**config.mk**
```make
export PLATFORM = sky130hd
export DESIGN_NAME = rc6_pipe_rotator
export DESIGN_NICKNAME = d
export VERILOG_FILES = /design/src/rtl/rc6_pipe_rotator.sv
export SDC_FILE = /design/constraint.sdc
export NUM_CORES = 1
export LEC_CHECK = 0
export ABC_AREA = 1
export BUFFER_PORTS_ARGS = -buffer_cell sky130_fd_sc_hd__buf_2
export CORE_AREA = 2 2 174 176
export DETAILED_ROUTE_END_ITERATION = 6
export DIE_AREA = 0 0 176 178
export GPL_TIMING_DRIVEN = 0
export SLEW_MARGIN = 10
export SYNTH_ARGS = -nofsm -noshare
export SYNTH_HDL_FRONTEND = slang
export SYNTH_SLANG_ARGS = --single-unit
```
**constraint.sdc**
```tcl
create_clock -name inClk -period 2.4 [get_ports inClk]
set_input_delay 0.12 -clock inClk [delete_from_list [all_inputs] [get_ports inClk]]
set_output_delay 0.12 -clock inClk [all_outputs]
set_load 0.02 [all_outputs]
```
**src/rtl/rc6_pipe_rotator.sv**
```systemverilog
// Pipelined data-dependent rotator for the RC6 round datapath.
// Stage k rotates by 2^k when bit k of the transaction's amount is set.
// Direction, the remaining amount bits and the tag travel with the word.
// All stages advance together only when the output slot is free or is being consumed.
module rc6_pipe_rotator #(
  parameter int W     = 32,
  parameter int LOG2W = $clog2(W),
  parameter int TAG_W = 4
) (
  input  logic             inClk,
  input  logic             inRst,
  input  logic             inValid,
  output logic             inReady,
  input  logic             inDir,
  input  logic [LOG2W-1:0] inRotValue,
  input  logic [W-1:0]     inData,
  input  logic [TAG_W-1:0] inTag,
  output logic             outValid,
  input  logic             outReady,
  output logic [W-1:0]     outData,
  output logic [TAG_W-1:0] outTag
);

  if (W < 4 || W > 128 || (W & (W - 1)) != 0) begin : g_bad_width
    $error("rc6_pipe_rotator: W must be a power of two in 4..128");
  end

  if (LOG2W != $clog2(W)) begin : g_bad_log2w
    $error("rc6_pipe_rotator: LOG2W is derived from W and must not be overridden");
  end

  // Conditional rotate by 2^k; right rotation uses its own shift pair rather than a negated amount.
  function automatic logic [W-1:0] rot_pow2(input logic [W-1:0] d, input logic en,
                                            input logic dir, input int k);
    logic [W-1:0] left_r;
    logic [W-1:0] right_r;
    int           s;
    s       = 1 << k;
    left_r  = (d << s) | (d >> (W - s));
    right_r = (d >> s) | (d << (W - s));
    if (!en) return d;
    return dir ? right_r : left_r;
  endfunction

  logic             adv;

  logic [LOG2W-1:0] vld_q, vld_d;
  logic [LOG2W-1:0] dir_q, dir_d;
  logic [LOG2W-1:0] amt_q  [LOG2W];
  logic [LOG2W-1:0] amt_d  [LOG2W];
  logic [W-1:0]     data_q [LOG2W];
  logic [W-1:0]     data_d [LOG2W];
  logic [TAG_W-1:0] tag_q  [LOG2W];
  logic [TAG_W-1:0] tag_d  [LOG2W];

  logic [LOG2W-1:0] src_vld;
  logic [LOG2W-1:0] src_dir;
  logic [LOG2W-1:0] src_amt  [LOG2W];
  logic [W-1:0]     src_data [LOG2W];
  logic [TAG_W-1:0] src_tag  [LOG2W];

  // The final stage's direction and leftover amount have no consumer.
  logic             unused_tail;
  assign unused_tail = ^{dir_q[LOG2W-1], amt_q[LOG2W-1]};

  // Bubbles are not collapsed: the whole pipe moves or the whole pipe holds.
  assign adv      = outReady | ~vld_q[LOG2W-1];
  assign inReady  = adv;

  assign outValid = vld_q[LOG2W-1];
  assign outData  = data_q[LOG2W-1];
  assign outTag   = tag_q[LOG2W-1];

  // Feed of each stage: the ports for S0, the previous stage's registers otherwise.
  always_comb begin
    src_vld[0]  = inValid;
    src_dir[0]  = inDir;
    src_amt[0]  = inRotValue;
    src_data[0] = inData;
    src_tag[0]  = inTag;
    for (int k = 1; k < LOG2W; k++) begin
      src_vld[k]  = vld_q[k-1];
      src_dir[k]  = dir_q[k-1];
      src_amt[k]  = amt_q[k-1];
      src_data[k] = data_q[k-1];
      src_tag[k]  = tag_q[k-1];
    end
  end

  // Next state: hold on stall, otherwise consume the low amount bit and pass the rest along.
  always_comb begin
    for (int k = 0; k < LOG2W; k++) begin
      vld_d[k]  = vld_q[k];
      dir_d[k]  = dir_q[k];
      amt_d[k]  = amt_q[k];
      data_d[k] = data_q[k];
      tag_d[k]  = tag_q[k];
      if (adv) begin
        vld_d[k]  = src_vld[k];
        dir_d[k]  = src_dir[k];
        amt_d[k]  = src_amt[k] >> 1;
        data_d[k] = rot_pow2(src_data[k], src_amt[k][0], src_dir[k], k);
        tag_d[k]  = src_tag[k];
      end
    end
  end

  // Stage registers; reset clears every valid and the visible output word and tag.
  always_ff @(posedge inClk) begin
    if (inRst) begin
      vld_q             <= '0;
      data_q[LOG2W-1]   <= '0;
      tag_q[LOG2W-1]    <= '0;
    end else begin
      vld_q <= vld_d;
      dir_q <= dir_d;
      for (int k = 0; k < LOG2W; k++) begin
        amt_q[k]  <= amt_d[k];
        data_q[k] <= data_d[k];
        tag_q[k]  <= tag_d[k];
      end
    end
  end

endmodule

```
# Word level (Yosys, flattened, before mapping)
# Memories as Yosys holds them, arrays and structs flattened.
# Cells that the tools add are included.
# word_totals
output_inout_bits,38
inputBits,46
n_memories,3
regBits,8
ramBits,205
elab_cells,66
# mem_list
name,depth,word_bits,rd,rd_clocked_by_memory_dff,wr,line,text
data_q,5,32,5,0,5,51,logic [W-1:0] data_q [LOG2W];
amt_q,5,5,4,0,5,49,logic [LOG2W-1:0] amt_q [LOG2W];
tag_q,5,4,5,0,5,53,logic [TAG_W-1:0] tag_q [LOG2W];
# op_classes
n_eq_ne,1
bitwise_logic,14
mux,44
reduce_logical,2
# ops
operator,count
32-bit two-way mux,20
16-bit by 32-bit bitwise OR with 32-bit output,1
24-bit by 32-bit bitwise OR with 32-bit output,1
28-bit by 32-bit bitwise OR with 32-bit output,1
30-bit by 32-bit bitwise OR with 32-bit output,1
31-bit by 32-bit bitwise OR with 32-bit output,1
32-bit by 1-bit bitwise OR with 32-bit output,1
32-bit by 2-bit bitwise OR with 32-bit output,1
32-bit by 4-bit bitwise OR with 32-bit output,1
32-bit by 8-bit bitwise OR with 32-bit output,1
5-bit two-way mux,5
4-bit two-way mux,6
1-bit two-way mux,13
2-bit AND reduction,2
1-bit bitwise OR,3
1-bit inverter,2
1-bit inequality test (second input constant),1

# Depth between registers and ports, before layout
# Gate-level depths: netlist of the first run.
# depth
depth_word,6
mapped_depth,7
depth_no_buf,5

# Least setup slack after synthesis of the first run
# OpenSTA, ideal clock, no wires.
# synth_timing
path_type,register to register
from,register vld_q[4]
to,"memory amt_q[0][0] in the netlist's numbering, enable pin"
t_arrival_ns,1.597
setup_slack_ns,0.410
required_time_ns,2.007
setup_time_ns,0.393
path_buffers,2
stages_incl_launch_ff,4
synth_period_minus_slack_ns,1.990
cell_sequence,dfxtp_1 buf_6 a21oi_4 buf_6
# synth_lines
item,line,text
from (decl),47,"logic [LOG2W-1:0] vld_q, vld_d;"
from (signal assigned),115,vld_q <= vld_d;
to (decl),49,

==> impl_metrics.ini, run 1 <==
[yosys]
yosysSeqAreaShare_pct = 54.3
yosysTopAreaCell = edfxtp_1
syn_area_per_cell_um2 = 7.77
synth_area_leaders = edfxtp_1, nand2_1, dfxtp_1, nand3_1, inv_1
syn-instance-count = 1313
yosysUniqueCellTypes = 15
synth_edf_count = 157
synthFlopType = edfxtp_1
synth_top_area_share_pct = 46.2
synth-async-reset-ratio_pct = 0
syn_area_um2 = 10200
yosys_warnings = 0
ys_ff_latch = 198
syn_nets = 1359

[die]
core-area_um2 = 29400
start_util_pct = 34.7
io_pins = 84
dieHeight_um = 178
die_w_um = 176
row_count = 63
dieArea_um2 = 31300

[sta]
max_freq_mhz = 481
rsz0062_at_grt = false
worst_pin_slew_ps = 1140
slew_violations = 0
post-route-period-util_pct = 86.6
holdWs_ps = 3.83
skew_ps = 13.7
timing.setup.tns_ps = 0
hold_viol_final = 0
fin_crit_ps = 2080
slew_headroom_pct = 23.7
setup_viol = 0

[clock_tree]
cts-root-buf = clkbuf_16
cts.path.max_buffers = 2
postCtsHoldBufs = 40
cts_sinks = 198
cts-resized-gates = 0
post_cts_buffers = 0
cts_tree = yes
clkLatencyLatePin_ps = 450
clk_pin_slew_ps = 90
numCtsBuffers = 17
htreeDepth = 4

[global_route]
grt-ovfl-total = 0
grt_max_degree = 167
grt_pass1_wl_um = 37600
grtUsageTotal_pct = 15.1
antenna_found_initial = 0
grt_pass1_vias = 7795

[placed_design]
place.gp.congestion = 0.874
io_buffers = 82
place_hpwl_um = 17300

[final_layout]
layout-drive-gt1-share_pct = 14.5
final_core_util_pct = 41.3
antenna_cells = 0
syn_to_final_growth_pct = 19.0
nNetsFinal = 1500

[job]
drv_cap = 0

[power_and_ir_drop]
p_leak_nw = 6.16
vdd_drop_max_uv = 503
power.density_nw_per_um2 = 688

[detailed_routing]
vias = 8066
wl_per_cell_um = 12.3
finalWirelength_um = 22800
viasPerCell = 4.34
firstDrtPassIters = 5
drcViolationCount = 0
drtAntennaViolNets = 0
initialDrtViolationCount = 378

[setup_path]
required_ps = 2460
crit_path_end_kind = register
critical_path.cell_chain = buf_6 > a21oi_4 > buf_8
critPathKind = reg2reg
cpPeakStageDelay_ps = 840
cp-start-kind = register
worstPathArrival_ps = 2140
critPathMaxFanout = 166
slowest_stage = buf_8

[worst_hold_path]
hp-class = in2reg

[run_status]
status = completed
## worst max-delay path, delay by kind of cell, from the launching register on
family,cells,cell delay [ps]
buf+inv,2,980
flops,1,330
compound gates,1,270
## synth_stat cells, types with 3 or more instances
cell      count
buf_2        54
buf_6         4
nand2_1     680
inv_1       138
inv_2         3
dfxtp_1      41
clkbuf_1     13
nand3b_1      7
buf_4        36
nor2_1       16
edfxtp_1    157
nand3_1     161
## path summary, 6_finish.rpt
kind | from | slack [ps] | end | depth (start not counted)
setup reg to reg | vld_q[4]$_SDFFE_PP0P_ | 320 | data_q[0][11]$_DFFE_PP_ | 3
setup / recovery | vld_q[4]$_SDFFE_PP0P_ | 320 | data_q[0][11]$_DFFE_PP_ | 3
hold reg to reg | tag_q[0][8]$_DFFE_PP_ | 410 | tag_q[0][12]$_DFFE_PP_ | 0
hold / removal | inData[10] | 4 | data_q[0][10]$_DFFE_PP_ | 3
## metal layers
layer  track usage [%]  vias up  wire length, um
met5                 0        -                0
li1                  -     4326                -
met3              2.47       27              714
met1              16.9     3547             9780
met2              28.9      166            11900
met4              5.34        0              399
## registers in the layout, summed over array words and instances, names as in the netlist
name    cells
data_q    160
tag_q      20
amt_q      10
vld_q       5
dir_q       3
## where the power goes
part / switching [mW] / internal [mW]
sequential: 0.138 / 4.04
combinational: 0.745 / 0.442
clock: 1.51 / 1.46
## cells by family (layout without fill, tap and decap cells)
family	Yosys count	in the layout	synth area share [%]
AO/OA/AOI/OAI	2	2	0.209
AND/OR/NAND/NOR	865	865	34.1
flip-flops	198	198	54.3
buffers and inverters	248	402	11.4
## cells in the final DEF, fill, tap and decap left out, types with 5 or more instances in the layout
master         netlist  layout
nand2_1            680     680
nand3_1            161     161
edfxtp_1           157     157
inv_1              138     138
buf_2               54     136
dfxtp_1             41      41
dlygate4sd3_1        0      40
buf_4               36      36
clkbuf_16            0      17
nor2_1              16      16
clkbuf_1            13      13
nand3b_1             7       7
clkinv_8             0       5
inv_12               0       5
## metrics by stage
stage | setup WS [ps] | cells | area (um2) | total power [mW]
after global placement | 154 | 1785 | 11100 | 5.39
after global routing | 148 | 1857 | 12100 | 8.77
after detailed placement | 319 | 1785 | 11100 | 5.41
after CTS | 279 | 1857 | 12100 | 8.45
final | 322 | 1857 | 12100 | 8.35
after floorplan | 410 | 1313 | 10200 | 5.04
## cell type report
cell class	count	area [um2]
inverters	141	529
flip-flops and latches	198	5540
fillers	3024	17300
plain buffers	107	638
well taps	390	488
clock buffers	17	425
clock inverters	15	211
repair buffers	122	811
multi-input cells	867	3500
Power figures use the tool's default switching activity.
==> inputs of run 2 (changes only) <==
--- a/config.mk
+++ b/config.mk
@@ -5,12 +5,13 @@
 export SDC_FILE = /design/constraint.sdc
 export NUM_CORES = 1
 export LEC_CHECK = 0
-export ABC_AREA = 1
 export BUFFER_PORTS_ARGS = -buffer_cell sky130_fd_sc_hd__buf_2
-export CORE_AREA = 2 2 174 176
+export CAP_MARGIN = 40
+export CORE_AREA = 2 2 167 169
 export DETAILED_ROUTE_END_ITERATION = 6
-export DIE_AREA = 0 0 176 178
+export DIE_AREA = 0 0 169 171
 export GPL_TIMING_DRIVEN = 0
+export MAX_ROUTING_LAYER = met4
 export SLEW_MARGIN = 10
 export SYNTH_ARGS = -nofsm -noshare
 export SYNTH_HDL_FRONTEND = slang
==> run 2 against run 1 <==
Against the previous run: the run now fails in 5_2_route; global-route usage shrank 1.7 points; synthesized cell count shrank 39%; area after synthesis shrank 8.1%.
==> impl_metrics.ini, run 2 <==
[run_status]
status = stopped before the end
stop_stage = 5_2_route
tool.error = [ERROR DRT-0255] Maze Route cannot find path of net inClk in worker of routeBox ( 144900 0 ) ( 169000 48300 ).

[global_route]
grt_pass1_wl_um = 29900
grt-ovfl-total = 0
grt_pass1_vias = 5869
grtUsageTotal_pct = 13.4
grt_max_degree = 34
antenna_found_initial = 0

[yosys]
yosysMostFrequentCell = nor2_1
synth_top_area_share_pct = 50.3
syn-instance-count = 800
yosys_warnings = 0
synth_area_leaders = edfxtp_1, mux2i_1, dfxtp_1, a21oi_1, nor2_1
yosysUniqueCellTypes = 16
ys_ff_latch = 198
syn_area_um2 = 9370
syn_area_per_cell_um2 = 11.7
syn_nets = 846
synth_edf_count = 157
yosysSeqAreaShare_pct = 59.1
synth_commonest_cells = nor2_1, mux2i_1, edfxtp_1
synth-async-reset-ratio_pct = 0
yosysTopAreaCell = edfxtp_1
synthFlopType = edfxtp_1

[die]
dieHeight_um = 171
row_count = 61
start_util_pct = 34.3
io_pins = 84
die_w_um = 169

[placed_design]
io_buffers = 81
placedInstanceArea_um2 = 10300
place_hpwl_um = 13800
place.gp.congestion = 0.897

[clock_tree]
post_cts_buffers = 0
cts-root-buf = clkbuf_16
cts-resized-gates = 0
cts_sinks = 198
htreeDepth = 4
numCtsBuffers = 17
postCtsHoldBufs = 11
cts.path.max_buffers = 2
run 2: changes by cell type after synthesis, moves of 7 or more:
cell and delta:
a211oi_1 +30, a21oi_1 +135, buf_2 -42, buf_4 +9
clkbuf_1 +15, inv_1 -138, mux2i_1 +160, nand2_1 -664
nand3_1 -161, nand3b_1 -7, nor2_1 +147
run 2: metrics by stage:
| step | hold WS, ps | instances | setup WS, ps | util, % | setup TNS, ps |
|---|---|---|---|---|---|
| after global routing | 57.0 | 1275 | 3.18 | 40.4 | 0 |
| after CTS | 28.9 | 1275 | 164 | 40.4 | 0 |
| after detailed placement | 299 | 1232 | 243 | 37.8 | 0 |
| after global placement | 298 | 1227 | -1720 | 37.4 | -268000 |
| after floorplan | 219 | 800 | -954 | - | -149810 |
run 2: kinds of logic after synthesis:
group | synth area share, %
compound gates | 9.93
buf+inv | 6.60
flops | 59.1
mux | 17.1
simple gates | 7.32
run 2: metal layers:
layer and track usage (%):
met1 16.2, met2 22.6, met3 2.45, met4 5.05, met5 -
==> inputs of run 3 (changes only) <==
--- a/config.mk
+++ b/config.mk
@@ -7,11 +7,11 @@
 export LEC_CHECK = 0
 export BUFFER_PORTS_ARGS = -buffer_cell sky130_fd_sc_hd__buf_2
 export CAP_MARGIN = 40
-export CORE_AREA = 2 2 167 169
+export CORE_AREA = 2 2 220 222
 export DETAILED_ROUTE_END_ITERATION = 6
-export DIE_AREA = 0 0 169 171
+export DIE_AREA = 0 0 222 224
 export GPL_TIMING_DRIVEN = 0
-export MAX_ROUTING_LAYER = met4
+export PLACE_DENSITY_LB_ADDON = 0.15
 export SLEW_MARGIN = 10
 export SYNTH_ARGS = -nofsm -noshare
 export SYNTH_HDL_FRONTEND = slang
==> run 3 against run 2 <==
Against the previous run: the run now ends clean; global-route usage decreased by 4.0 points; area after synthesis unchanged; synthesized cell count unchanged.
==> impl_metrics.ini, run 3 <==
[sta]
worst_pin_slew_ps = 681
setup_viol = 0
rsz0062_at_grt = false
slew_headroom_pct = 54.6
hold_viol_final = 0
skew_ps = 7.24
slew_violations = 0
fin_ws_ps = 191
fin_crit_ps = 2210
max_freq_mhz = 453
holdWs_ps = 57.1
post-route-period-util_pct = 92.1

[placed_design]
place_ws_ps = -184
placedInstanceArea_um2 = 10700
place.gp.congestion = 0.772
place_hpwl_um = 17400
io_buffers = 81

[die]
dieArea_um2 = 49700
start_util_pct = 19.8
dieHeight_um = 224
die_w_um = 222
row_count = 80
io_pins = 84
core-area_um2 = 47300

[global_route]
grt_pass1_wl_um = 36100
grtUsageTotal_pct = 9.42
grt_pass1_vias = 6060
antenna_found_initial = 0
grt-ovfl-total = 0
grt_max_degree = 32

[final_layout]
largest_reg_flops = 160
layout-drive-gt1-share_pct = 20.2
top_register = data_q
n_fill_cell = 5033
nNetsFinal = 963
syn_to_final_growth_pct = 21.7
fin_area_um2 = 11400
final_cell_mix = nor2_1, mux2i_1, edfxtp_1
layout_commonest_cell = nor2_1
reg.largest.list = data_q (160), tag_q (20), amt_q (10)
antenna_cells = 0
multi_input_area_um2 = 3230
regArea_um2 = 5540
final_core_util_pct = 24.1

[clock_tree]
clkLatencyLatePin_ps = 450
cts_tree = yes
clk_pin_slew_ps = 70
numCtsBuffers = 17
cts_sinks = 198
htreeDepth = 4
cts-root-buf = clkbuf_16
cts.path.max_buffers = 2

[yosys]
yosys_warnings = 0
synth-async-reset-ratio_pct = 0
yosysTopAreaCell = edfxtp_1
synth_top_area_share_pct = 50.3
syn_area_per_cell_um2 = 11.7
synth_commonest_cells = nor2_1, mux2i_1, edfxtp_1
syn-instance-count = 800
syn_nets = 846
yosysMostFrequentCell = nor2_1
ys_ff_latch = 198
yosysSeqAreaShare_pct = 59.1
synth_area_leaders = edfxtp_1, mux2i_1, dfxtp_1, a21oi_1, nor2_1
yosysUniqueCellTypes = 16
synth_edf_count = 157
syn_area_um2 = 9370
synthFlopType = edfxtp_1

[power_and_ir_drop]
power.density_nw_per_um2 = 721
p_leak_nw = 4.52
vdd_drop_max_uv = 523

[setup_path]
cpPeakStageDelay_ps = 390
critPathMaxFanout = 30
worstPathArrival_ps = 2360
critical_path.cell_chain = nor2b_4 > buf_6 > nor2_4 > buf_12 > buf_12 > buf_12 > buf_16
cp-start-kind = register
cp_common_cell = buf_12
critPathKind = reg2reg
crit_path_end_kind = register
required_ps = 2550
r2r_cells = 7
slowest_stage = nor2_4

[detailed_routing]
viasPerCell = 3.90
drtAntennaViolNets = 0
firstDrtPassIters = 4
vias = 6025
drcViolationCount = 0
initialDrtViolationCount = 363
finalWirelength_um = 22500
wl_per_cell_um = 14.6

[run_status]
status = completed

[job]
drv_cap = 0

[worst_hold_path]
whs_path_depth = 3
hp-class = in2reg
[run 3: path summary, 6_finish.rpt]
kind,startpoint,endpoint,slack [ps]
worst min-delay path,inData[1],data_q[0][1]$_DFFE_PP_,60
worst min register to register,tag_q[0][9]$_DFFE_PP_,tag_q[0][13]$_DFFE_PP_,420
worst max-delay path,vld_q[4]$_SDFFE_PP0P_,amt_q[0][0]$_DFFE_PP_,190
worst max register to register,vld_q[4]$_SDFFE_PP0P_,amt_q[0][0]$_DFFE_PP_,190
[run 3: critical path, delay by kind of cell (launching register included)]
kind	cells	cell delay, ps
buffers and inverters	5	1030
AND/OR/NAND/NOR	2	520
flip-flops	1	320
[run 3: timing repair]
| item | 4_1_cts | 5_1_grt |
|---|---|---|
| buffers inserted | 0 | 0 |
| setup endpoints to repair | 19 | 0 |
| resized for setup | 0 | 0 |
| hold endpoints to repair | 12 | 0 |
| hold buffers | 11 | 0 |
[run 3: kinds of logic (layout without fill, tap and decap cells)]
kind of cell | count (synthesis) | in the layout | synth area share (%)
AO/OA/AOI/OAI | 168 | 168 | 9.93
buffers and inverters | 94 | 223 | 6.60
flip-flops | 198 | 198 | 59.1
multiplexers | 160 | 160 | 17.1
AND/OR/NAND/NOR | 180 | 181 | 7.32
[run 3: where the power goes]
part	leakage, nW	total [mW]	switching (mW)	internal [mW]
clock network	0.298	3.03	1.35	1.67
logic	2.37	1.01	0.567	0.443
registers	1.85	4.19	0.172	4.02
[run 3: per-layer routing]
metal  part of all wire (%)  GRT usage (%)  vias up  wire length [um]
li1                       -              -     3098                 -
met1                     49           12.6     2808             11100
met2                     47           15.1      102             10500
met3                    3.1           2.35       17               699
met4                    1.1           2.79        0               248
met5                      0              0        -                 0
[run 3: final cells by class]
cell class / instances / area share (%)
Buffer: 93 / 5.42
Inverter: 1 / 0.0549
Tap cell: 615 / 6.75
Clock buffer: 18 / 3.76
Timing Repair Buffer: 97 / 5.46
Multi-Input combinational cell: 509 / 28.3
Clock inverter: 14 / 1.65
Sequential cell: 198 / 48.6
[run 3: per-stage QoR]
step	total power, mW	instances	TNS [ps]
6_report	8.23	1545	0
5_1_grt	8.64	1545	0
4_1_cts	8.38	1545	0
3_5_place_dp	5.28	1501	-3650
3_3_place_gp	5.27	1496	-325600
2_1_floorplan	4.91	800	-149810
